`src/rtl/display_scan_controller.sv`:
```
// display_scan_controller: time-multiplexes BCD digits onto one seven-segment decoder with per-slot blanking
module display_scan_controller #(
  parameter int NUM_DIGITS     = 4,
  parameter int CLK_DIV        = 50000,
  parameter int BLANK_CYC      = 500,
  parameter int DIG_ACTIVE_LOW = 1
) (
  input  logic                          clk,
  input  logic                          rst_n,
  input  logic                          enable,
  input  logic                          load,
  input  logic [4*NUM_DIGITS-1:0]       digits_in,
  input  logic [NUM_DIGITS-1:0]         err_in,
  input  logic                          lz_en,
  output logic [3:0]                    dec_value,
  output logic                          dec_error,
  output logic [NUM_DIGITS-1:0]         dig_sel,
  output logic [$clog2(NUM_DIGITS)-1:0] scan_idx,
  output logic                          frame_done
);
  localparam int CW = $clog2(CLK_DIV);
  localparam int IW = $clog2(NUM_DIGITS);
  localparam logic [NUM_DIGITS-1:0] OFF = (DIG_ACTIVE_LOW != 0) ? {NUM_DIGITS{1'b1}} : {NUM_DIGITS{1'b0}};

  typedef enum logic [1:0] {IDLE, BLANK, SHOW} state_t;

  state_t                  r_state, w_state_nx;
  logic [CW-1:0]           r_cnt, w_cnt_nx;
  logic [IW-1:0]           r_idx, w_idx_nx;
  logic [4*NUM_DIGITS-1:0] r_pend_dig, r_act_dig, w_src_dig;
  logic [NUM_DIGITS-1:0]   r_pend_err, r_act_err, w_src_err;
  logic                    r_pend_lz, r_act_lz, w_src_lz;
  logic [3:0]              r_dec_value;
  logic                    r_dec_error;
  logic                    w_last, w_slot_end, w_enter_blank, w_boundary;
  logic [NUM_DIGITS-1:0]   w_sup;
  logic                    w_acc;
  logic [3:0]              w_sel_dig;
  logic                    w_sel_err, w_sel_sup;

  assign w_last        = r_idx == IW'(NUM_DIGITS - 1);
  assign w_slot_end    = (r_state == SHOW) && (r_cnt == CW'(CLK_DIV - 1));
  assign w_enter_blank = (w_state_nx == BLANK) && (r_state != BLANK);
  assign w_boundary    = w_enter_blank && (w_idx_nx == '0);

  // A frame boundary hands the next word to the active set; a coincident load bypasses pending
  assign w_src_dig = w_boundary ? (load ? digits_in : r_pend_dig) : r_act_dig;
  assign w_src_err = w_boundary ? (load ? err_in : r_pend_err) : r_act_err;
  assign w_src_lz  = w_boundary ? (load ? lz_en : r_pend_lz) : r_act_lz;

  // State register: scan position within the slot and frame
  always_ff @(posedge clk or negedge rst_n) begin
    if (!rst_n) begin
      r_state <= IDLE;
      r_cnt   <= '0;
      r_idx   <= '0;
    end else begin
      r_state <= w_state_nx;
      r_cnt   <= w_cnt_nx;
      r_idx   <= w_idx_nx;
    end
  end

  // Next-state: blank then show within each slot, advancing the digit at slot end
  always_comb begin
    w_state_nx = r_state;
    w_cnt_nx   = r_cnt + 1'b1;
    w_idx_nx   = r_idx;
    if (!enable) begin
      w_state_nx = IDLE;
      w_cnt_nx   = '0;
      w_idx_nx   = '0;
    end else if (r_state == IDLE) begin
      w_state_nx = BLANK;
      w_cnt_nx   = '0;
      w_idx_nx   = '0;
    end else if (r_state == BLANK && r_cnt == CW'(BLANK_CYC - 1)) begin
      w_state_nx = SHOW;
    end else if (w_slot_end) begin
      w_state_nx = BLANK;
      w_cnt_nx   = '0;
      w_idx_nx   = w_last ? '0 : r_idx + 1'b1;
    end
  end

  // Leading-zero suppression: a digit blanks only if it and everything above are plain zeros
  always_comb begin
    w_acc = 1'b1;
    w_sup = '0;
    for (int k = NUM_DIGITS - 1; k >= 0; k--) begin
      w_acc    = w_acc & (w_src_dig[4*k +: 4] == 4'd0) & ~w_src_err[k];
      w_sup[k] = w_acc & w_src_lz & (k != 0);
    end
    w_sel_dig = w_src_dig[4*w_idx_nx +: 4];
    w_sel_err = w_src_err[w_idx_nx];
    w_sel_sup = w_sup[w_idx_nx];
  end

  // Pending word captures every load; active word only changes on a frame boundary
  always_ff @(posedge clk or negedge rst_n) begin
    if (!rst_n) begin
      r_pend_dig <= '0;
      r_pend_err <= '0;
      r_pend_lz  <= 1'b0;
      r_act_dig  <= '0;
      r_act_err  <= '0;
      r_act_lz   <= 1'b0;
    end else begin
      if (load) begin
        r_pend_dig <= digits_in;
        r_pend_err <= err_in;
        r_pend_lz  <= lz_en;
      end
      if (w_boundary) begin
        r_act_dig <= w_src_dig;
        r_act_err <= w_src_err;
        r_act_lz  <= w_src_lz;
      end
    end
  end

  // Decoder inputs settle during blanking so the new digit is stable before it lights
  always_ff @(posedge clk or negedge rst_n) begin
    if (!rst_n) begin
      r_dec_value <= 4'd0;
      r_dec_error <= 1'b0;
    end else if (w_enter_blank) begin
      r_dec_value <= w_sel_err ? 4'd0 : (w_sel_sup ? 4'hF : w_sel_dig);
      r_dec_error <= w_sel_err;
    end
  end

  // Outputs: select lines lit only in SHOW, frame pulse on the last digit's final cycle
  always_comb begin
    dig_sel    = (r_state == SHOW) ? OFF ^ (NUM_DIGITS'(1) << r_idx) : OFF;
    frame_done = enable && w_slot_end && w_last;
    scan_idx   = r_idx;
    dec_value  = r_dec_value;
    dec_error  = r_dec_error;
  end
endmodule

```
`config.mk`:
```
export PLATFORM = sky130hd
export DESIGN_NAME = display_scan_controller
export DESIGN_NICKNAME = d
export VERILOG_FILES = /design/src/rtl/display_scan_controller.sv
export SDC_FILE = /design/constraint.sdc
export NUM_CORES = 1
export LEC_CHECK = 0
export CAP_MARGIN = 20
export CORE_MARGIN = 1
export CORE_UTILIZATION = 38
export DETAILED_ROUTE_END_ITERATION = 16
export PLACE_DENSITY = 0.63
export SETUP_SLACK_MARGIN = 0.1
export SLEW_MARGIN = 40
export SYNTH_ARGS = -nofsm -noshare
export SYNTH_HDL_FRONTEND = slang
export SYNTH_SLANG_ARGS = --single-unit
```
`constraint.sdc`:
```
create_clock -name clk -period 2.15 [get_ports clk]
set_input_delay 0.3225 -clock clk [delete_from_list [all_inputs] [get_ports clk]]
set_output_delay 0.3225 -clock clk [all_outputs]
set_load 0.01 [all_outputs]
```
==> run summary, run 1 <==
Critical path arrival: 2.53 ns
Critical path type: flip-flop to flip-flop
CP Launch Type: flip-flop
Fin crit period: 2.275 ns
Setup crit end kind: flip-flop
Initial DRC count: 134
Setup Skew: 0.01287 ns
Share of the synthesized area in the top cell type: 0.4935
Combinational fraction of design power: 0.174
H-tree levels: 3
MaxCap Viol Count: 0
Routability cong.: 0.8695
Routed vias: 2,846
Global-route wire length before repair: 13.63 mm
Seq/Total Area, Yosys: 0.4935
Area post-placement: 4402 µm²
Worst-path clk slew: 0.07 ns
Worst R2R Start: r_cnt[10]
Post-synth top area cell: dfrtp_1
Warnings from Yosys: 0
Sw power: 0.8269 mW
Post-Synth Simple-Gate Area: 0.1705
Fin area: 5072 µm²
CP startpoint: r_cnt[10]
Syn Area/Cell: 10.73 µm²
Synth cell types: 56
Number of port buffers: 36
Slew Viols, Final: 0
Worst path required time: 2.41 ns
RSZ-0062 raised after global routing: yes
Async S/R FF share, synth: 1.000
Adder-Cell Fraction of Synth Area: 0.01869
Syn_nets: 342
Compound-Gate Fraction of Synth Area: 0.1529
Synth top area cells: dfrtp_1, mux2_2, a21oi_1, nor2_1, mux2i_1
Final Worst Setup Slack: -0.1250 ns
Post-Synth XOR/XNOR Area: 0.03664
Final Cycle Share: 1.058
Initial Utilization: 0.3993
Total clock sinks: 66
PwrDens: 621.5 nW/µm²
Hold WC Path Type: input port to async pin
Num rows: 33
Failing checks: setup timing
Post-Layout Cell Count: 546
DRC viols: 0
Static Leak: 2.210 nW
Die area: 9187 µm²
Core Box Area: 8382 µm²
Setup TNS: -0.7235 ns
Diodes inserted: 0
First drt pass iteration count: 5
Clk pwr share: 0.366
Clock root buffer: clkbuf_8
DRT antenna net count: 0
Int Power: 2.326 mW
Initial antenna violation count: 0
I/O Pins: 37
Post-synthesis mux area share: 0.08972
Vias per inst: 5.212
Max Fclk: 439.6 MHz
Drt total wl: 8.493 mm
Fin. Hold Viols: 0
CTS tree: done
Fin nets: 466
Largest net degree at the start of global routing: 47
Sequential Power Share: 0.460
Outcome: finished with violations
Vias in the first global route: 2,770
Synth-to-Final Area Change: 51.55%
Most common cell in the netlist: dfrtp_1
Crit Path Max Fanout: 6
Main synth FF type: dfrtp_1
Grt total ovfl: 0
Die width: 95.85 µm
Syn Inst Count: 312
Ratio of cells with drive above 1 in the final layout: 0.4104
Die height: 95.85 µm
Num CTS Buffers: 9
Drt wl/cell: 15.55 µm
Clk_lat worst skew: 0.35 ns
Yosys reg bits: 66
Post-synth top cells: dfrtp_1, nor2_1, a21oi_1
Peak supply drop: 0.2747 mV
Main combinational cell family by area after synthesis: simple AND/OR/NAND/NOR gates
Post-Place Cells: 513
GRT Overall Usage: 0.2005
Worst-margin pin slew: 0.5188 ns
Syn Std Cell Area: 3347 µm²
CTS max path bufs: 2
Pre-CTS WS: -0.2949 ns
# setup viols final: 10
Switching Fraction: 0.2623
Post-DP HPWL: 5.932 mm
Slew headroom: 0.6541
EDFF count, synth: 0
-- kinds of logic (layout without fill, tap and decap cells) --
family	after synthesis	after routing
AND/OR/NAND/NOR	104	104
XOR/XNOR	14	14
AO/OA/AOI/OAI	66	66
flip-flops	66	66
multiplexers	28	28
buffers and inverters	29	158
adder cells (fa/ha/maj)	5	5
-- placed cells by master (no fill, tap or decap), drive strengths merged, types with 6 or more instances in the layout --
master	count
xor2	9
dfrtp	66
inv	20
mux2	16
clkdlybuf4s50	30
nor2	36
nand3	6
nand4	8
mux2i	12
nand2	23
buf	88
clkbuf	10
a21oi	27
o211ai	6
nor3	7
-- power by group through the flow --
stage,Combinational [mW],Sequential (mW),Clock [mW]
after floorplan,0.204,1.44,0
after global placement,0.435,1.45,0
after detailed placement,0.440,1.45,0
after CTS,0.509,1.44,1.18
after global routing,0.593,1.46,1.23
final,0.549,1.45,1.15
-- sequential cells by signal (all words and copies together), names as in the netlist --
signal,count
r_act_dig,16
r_cnt,16
r_pend_dig,16
dec_value,4
r_pend_err,4
r_act_err,3
r_state,2
scan_idx,2
dec_error,1
r_act_lz,1
r_pend_lz,1
-- per-layer routing --
layer,share of wire,up-vias,global-route usage
met5,0,-,0
met4,0.012,0,0.08955
met3,0.043,8,0.03870
met2,0.46,68,0.2988
met1,0.48,1390,0.2825
li1,-,1380,-
-- per-stage QoR --
stage                     hold slack (ns)  power, mW    util
final                              0.4801      3.152  0.6052
after global routing               0.5316      3.283  0.6052
after CTS                          0.4863      3.126  0.5898
after detailed placement           0.3355      1.895  0.5252
after global placement             0.3256      1.885  0.5252
after floorplan                   0.02691      1.641       -
-- repair_timing --
item	CTS	global route
endpoints found under the hold margin	20	0
setup endpoints to repair	17	24
gates resized for setup	51	27
setup buffers	12	3
pin swaps	24	6
cloned	1	0
hold buffers	1	0
-- worst paths after layout --
check	end	slack [ns]	depth (start not counted)
max reg2reg	dec_value[1]	-0.12	9
max	dec_value[1]	-0.12	9
min in group clk	r_pend_dig[6]	0.51	1
min	r_cnt[14]	0.48	2
max in group asynchronous	r_pend_lz	1.06	3
min reg2reg	r_pend_dig[6]	0.51	1
-- layout make-up --
cell class              instances  area (µm²)
inverters                      19       71.32
clock inverters                 6       90.09
flip-flops and latches         66        1654
fillers                       659        3309
repair buffers                123        1146
well taps                     105       131.4
multi-input cells             217        1852
clock buffers                  10       127.6
-- critical path, stage by stage, from the launching register on --
cell and delay (ns):
dfrtp_1 0.41, nor4_4 0.33, nand4_2 0.19, nor2_4 0.15, buf_4 0.14, buf_12 0.11, o22ai_4 0.10, a221oi_4 0.42
nand2_2 0.13, o211ai_1 0.20
(Power assumes the default switching activity.)
==> inputs of run 2 (changes only) <==
--- a/config.mk
+++ b/config.mk
@@ -9,7 +9,7 @@
 export CORE_MARGIN = 1
 export CORE_UTILIZATION = 38
 export DETAILED_ROUTE_END_ITERATION = 16
-export PLACE_DENSITY = 0.63
+export PLACE_DENSITY = 0.61
 export SETUP_SLACK_MARGIN = 0.1
 export SLEW_MARGIN = 40
 export SYNTH_ARGS = -nofsm -noshare
==> constraint.sdc (replaced) <==
create_clock -name clk -period 2.61 [get_ports clk]
set_input_delay 0.3915 -clock clk [delete_from_list [all_inputs] [get_ports clk]]
set_output_delay 0.3915 -clock clk [all_outputs]
set_load 0.01 [all_outputs]
==> run summary, run 2 (same netlist as run 1, synthesis figures left out) <==
Outcome: finished, final reports clean
Clk_lat worst skew: 0.34 ns (about the same)
CP Launch Type: flip-flop
GRT Overall Usage: 0.1828 (-0.01769)
Die height: 95.85 µm (unchanged)
PwrDens: 540.4 nW/µm² (-13%)
Fin area: 4289 µm² (-15%)
Drt wl/cell: 15.57 µm (+0.12%)
DRT antenna net count: 0 (unchanged)
Pwr Total: 2.318 mW (-26%)
Setup Skew: 0.005634 ns (-0.007235 ns)
Diodes inserted: 0 (unchanged)
Num rows: 33 (unchanged)
Final Cycle Share: 0.9127 (-0.1455)
Crit-path cells: nor4b_4 -> buf_4 -> and4_4 -> a21o_4 -> and2_4 -> buf_4 -> buf_4 -> mux2_2
Fin. Hold Viols: 0 (unchanged)
I/O Pins: 37 (unchanged)
DRC viols: 0 (unchanged)
Routed vias: 2,637 (-7.3%)
Slowest CP cell: dfrtp_2
Max Fclk: 419.8 MHz (-4.5%)
FF-to-FF End: r_act_dig[15]
Fin crit period: 2.382 ns (+0.1071 ns)
Peak supply drop: 0.3236 mV (+18%)
Hold WC Path Type: input port to async pin
First drt pass iteration count: 4 (-1)
# setup viols final: 0 (-10)
MaxCap Viol Count: 0 (unchanged)
Worst-path clk slew: 0.07 ns (about the same)
Critical path type: flip-flop to flip-flop
Drt total wl: 7.647 mm (-10%)
Most used cell, CP: buf_4
CTS tree: done
Final core occ: 0.5117 (-0.09345)
Initial Utilization: 0.3993 (unchanged)
Total clock sinks: 66 (unchanged)
Routability cong.: 0.8423 (-3.1%)
Worst path required time: 2.83 ns (+0.42 ns)
Slew Viols, Final: 0 (unchanged)
Grt total ovfl: 0 (unchanged)
Clock root buffer: clkbuf_8
Global-route wire length before repair: 12.70 mm (-6.8%)
Num CTS Buffers: 9 (unchanged)
Worst reg-to-reg setup slack: 0.23 ns (+0.35 ns)
RSZ-0062 raised after global routing: yes
Reg2Reg Depth: 8 (-1)
Static Leak: 1.846 nW (-16%)
CP endpoint: r_act_dig[15]
Critical path arrival: 2.61 ns (+0.08 ns)
Vias per inst: 5.371 (+3.0%)
Most frequent cells in the layout: dfrtp_1, nor2_1, clkdlybuf4s50_1, buf_4, a21oi_1
Critical Path Max Stage Delay: 0.44 ns (+0.02 ns)
Vias in the first global route: 2,525 (-8.8%)
Worst-margin pin slew: 0.6801 ns (+0.1613 ns)
Ratio of cells with drive above 1 in the final layout: 0.2306 (-0.1799)
Initial antenna violation count: 0 (unchanged)
Die width: 95.85 µm (unchanged)
Number of port buffers: 36 (unchanged)
Largest net degree at the start of global routing: 41 (-13%)
Die area: 9187 µm² (unchanged)
CTS max path bufs: 2 (unchanged)
Core Box Area: 8382 µm² (unchanged)
Commonest non-fill, non-tap cell in the layout: dfrtp_1
Synth-to-Final Area Change: 28.15%
Setup crit end kind: flip-flop
CP startpoint: r_cnt[5]
Initial DRC count: 150 (+12%)
Area post-placement: 3960 µm² (-10%)
Setup TNS: 0 ns (+0.7235 ns)
Post-DP HPWL: 5.568 mm (-6.1%)
Fin nets: 411 (-12%)
Slew headroom: 0.5466 (-0.1075)
Biggest regs: r_act_dig (16), r_cnt (16), r_pend_dig (16)
H-tree levels: 3 (unchanged)
Worst R2R Start: r_cnt[5]
FILL cells: 755 (+15%)
Crit Path Max Fanout: 11 (+5)
## run 2: cell count changes in the layout (fill, tap and decap cells not counted), moves of 3 or more
cell             change
a311oi_1             +3
buf_12               -6
nor2_1              +10
nor2_4               -9
dlygate4sd2_1        -3
buf_4               -43
a21oi_2             -12
clkbuf_1             +3
mux2_2               +5
a311oi_2             -3
clkdlybuf4s50_1      +4
buf_6                -4
mux2_4               -5
a21oi_1             +13
## run 2: how the worst min path moves through the flow
stage,endpoint,slack (ns)
after floorplan,dec_error,0.1
after global placement,r_cnt[14],0.47
after global routing,r_cnt[14],0.13
after CTS,r_cnt[8],0.11
final,r_cnt[8],0.08
after detailed placement,r_cnt[8],0.48
## run 2: area by class of cell
cell class,instances,area [µm²],share of cell area
clock buffers,13,138.9,0.03238
clock inverters,3,40.04,0.009335
inverters,19,71.32,0.01663
multi-input cells,217,1634,0.3810
flip-flops and latches,66,1654,0.3856
well taps,105,131.4,0.03063
repair buffers,68,619.3,0.1444
## run 2: worst max-delay path: cells and delay by family (launching register included)
family	cells	cell delay (ns)
flip-flops	1	0.44
AND/OR/NAND/NOR	3	0.84
AO/OA/AOI/OAI	1	0.17
buffers and inverters	3	0.46
multiplexers	1	0.35
## run 2: per-stage QoR
step / cells / hold WS [ns] / worst slack [ns]
global route: 491 / 0.1270 / 0.08462
detailed placement: 464 / 0.4785 / 0.08974
global placement: 464 / 0.4724 / 0.1756
finish: 491 / 0.08017 / 0.2279
CTS: 483 / 0.1050 / 0.1055
floorplan: 312 / 0.09591 / 0.2591
## run 2: where the power goes
part           total, mW  leakage [nW]  internal (mW)  switching [mW]
combinational      0.318         0.946          0.165           0.153
sequential          1.18         0.808           1.12          0.0608
clock              0.820        0.0914          0.440           0.380
## run 2: routing by layer
| layer | wire length [µm] | vias up | track usage |
|---|---|---|---|
| met3 | 284 | 17 | 0.03949 |
| met5 | 0 | - | 0 |
| met4 | 156 | 0 | 0.07090 |
| met2 | 3477 | 63 | 0.2667 |
| met1 | 3730 | 1292 | 0.2638 |
| li1 | - | 1265 | - |
## run 2: timing repair
action | in CTS | in global routing
resized for setup | 7 | 9
pin swaps | 5 | 4
setup endpoints to repair | 4 | 14
hold buffers | 0 | 0
setup buffers | 3 | 8
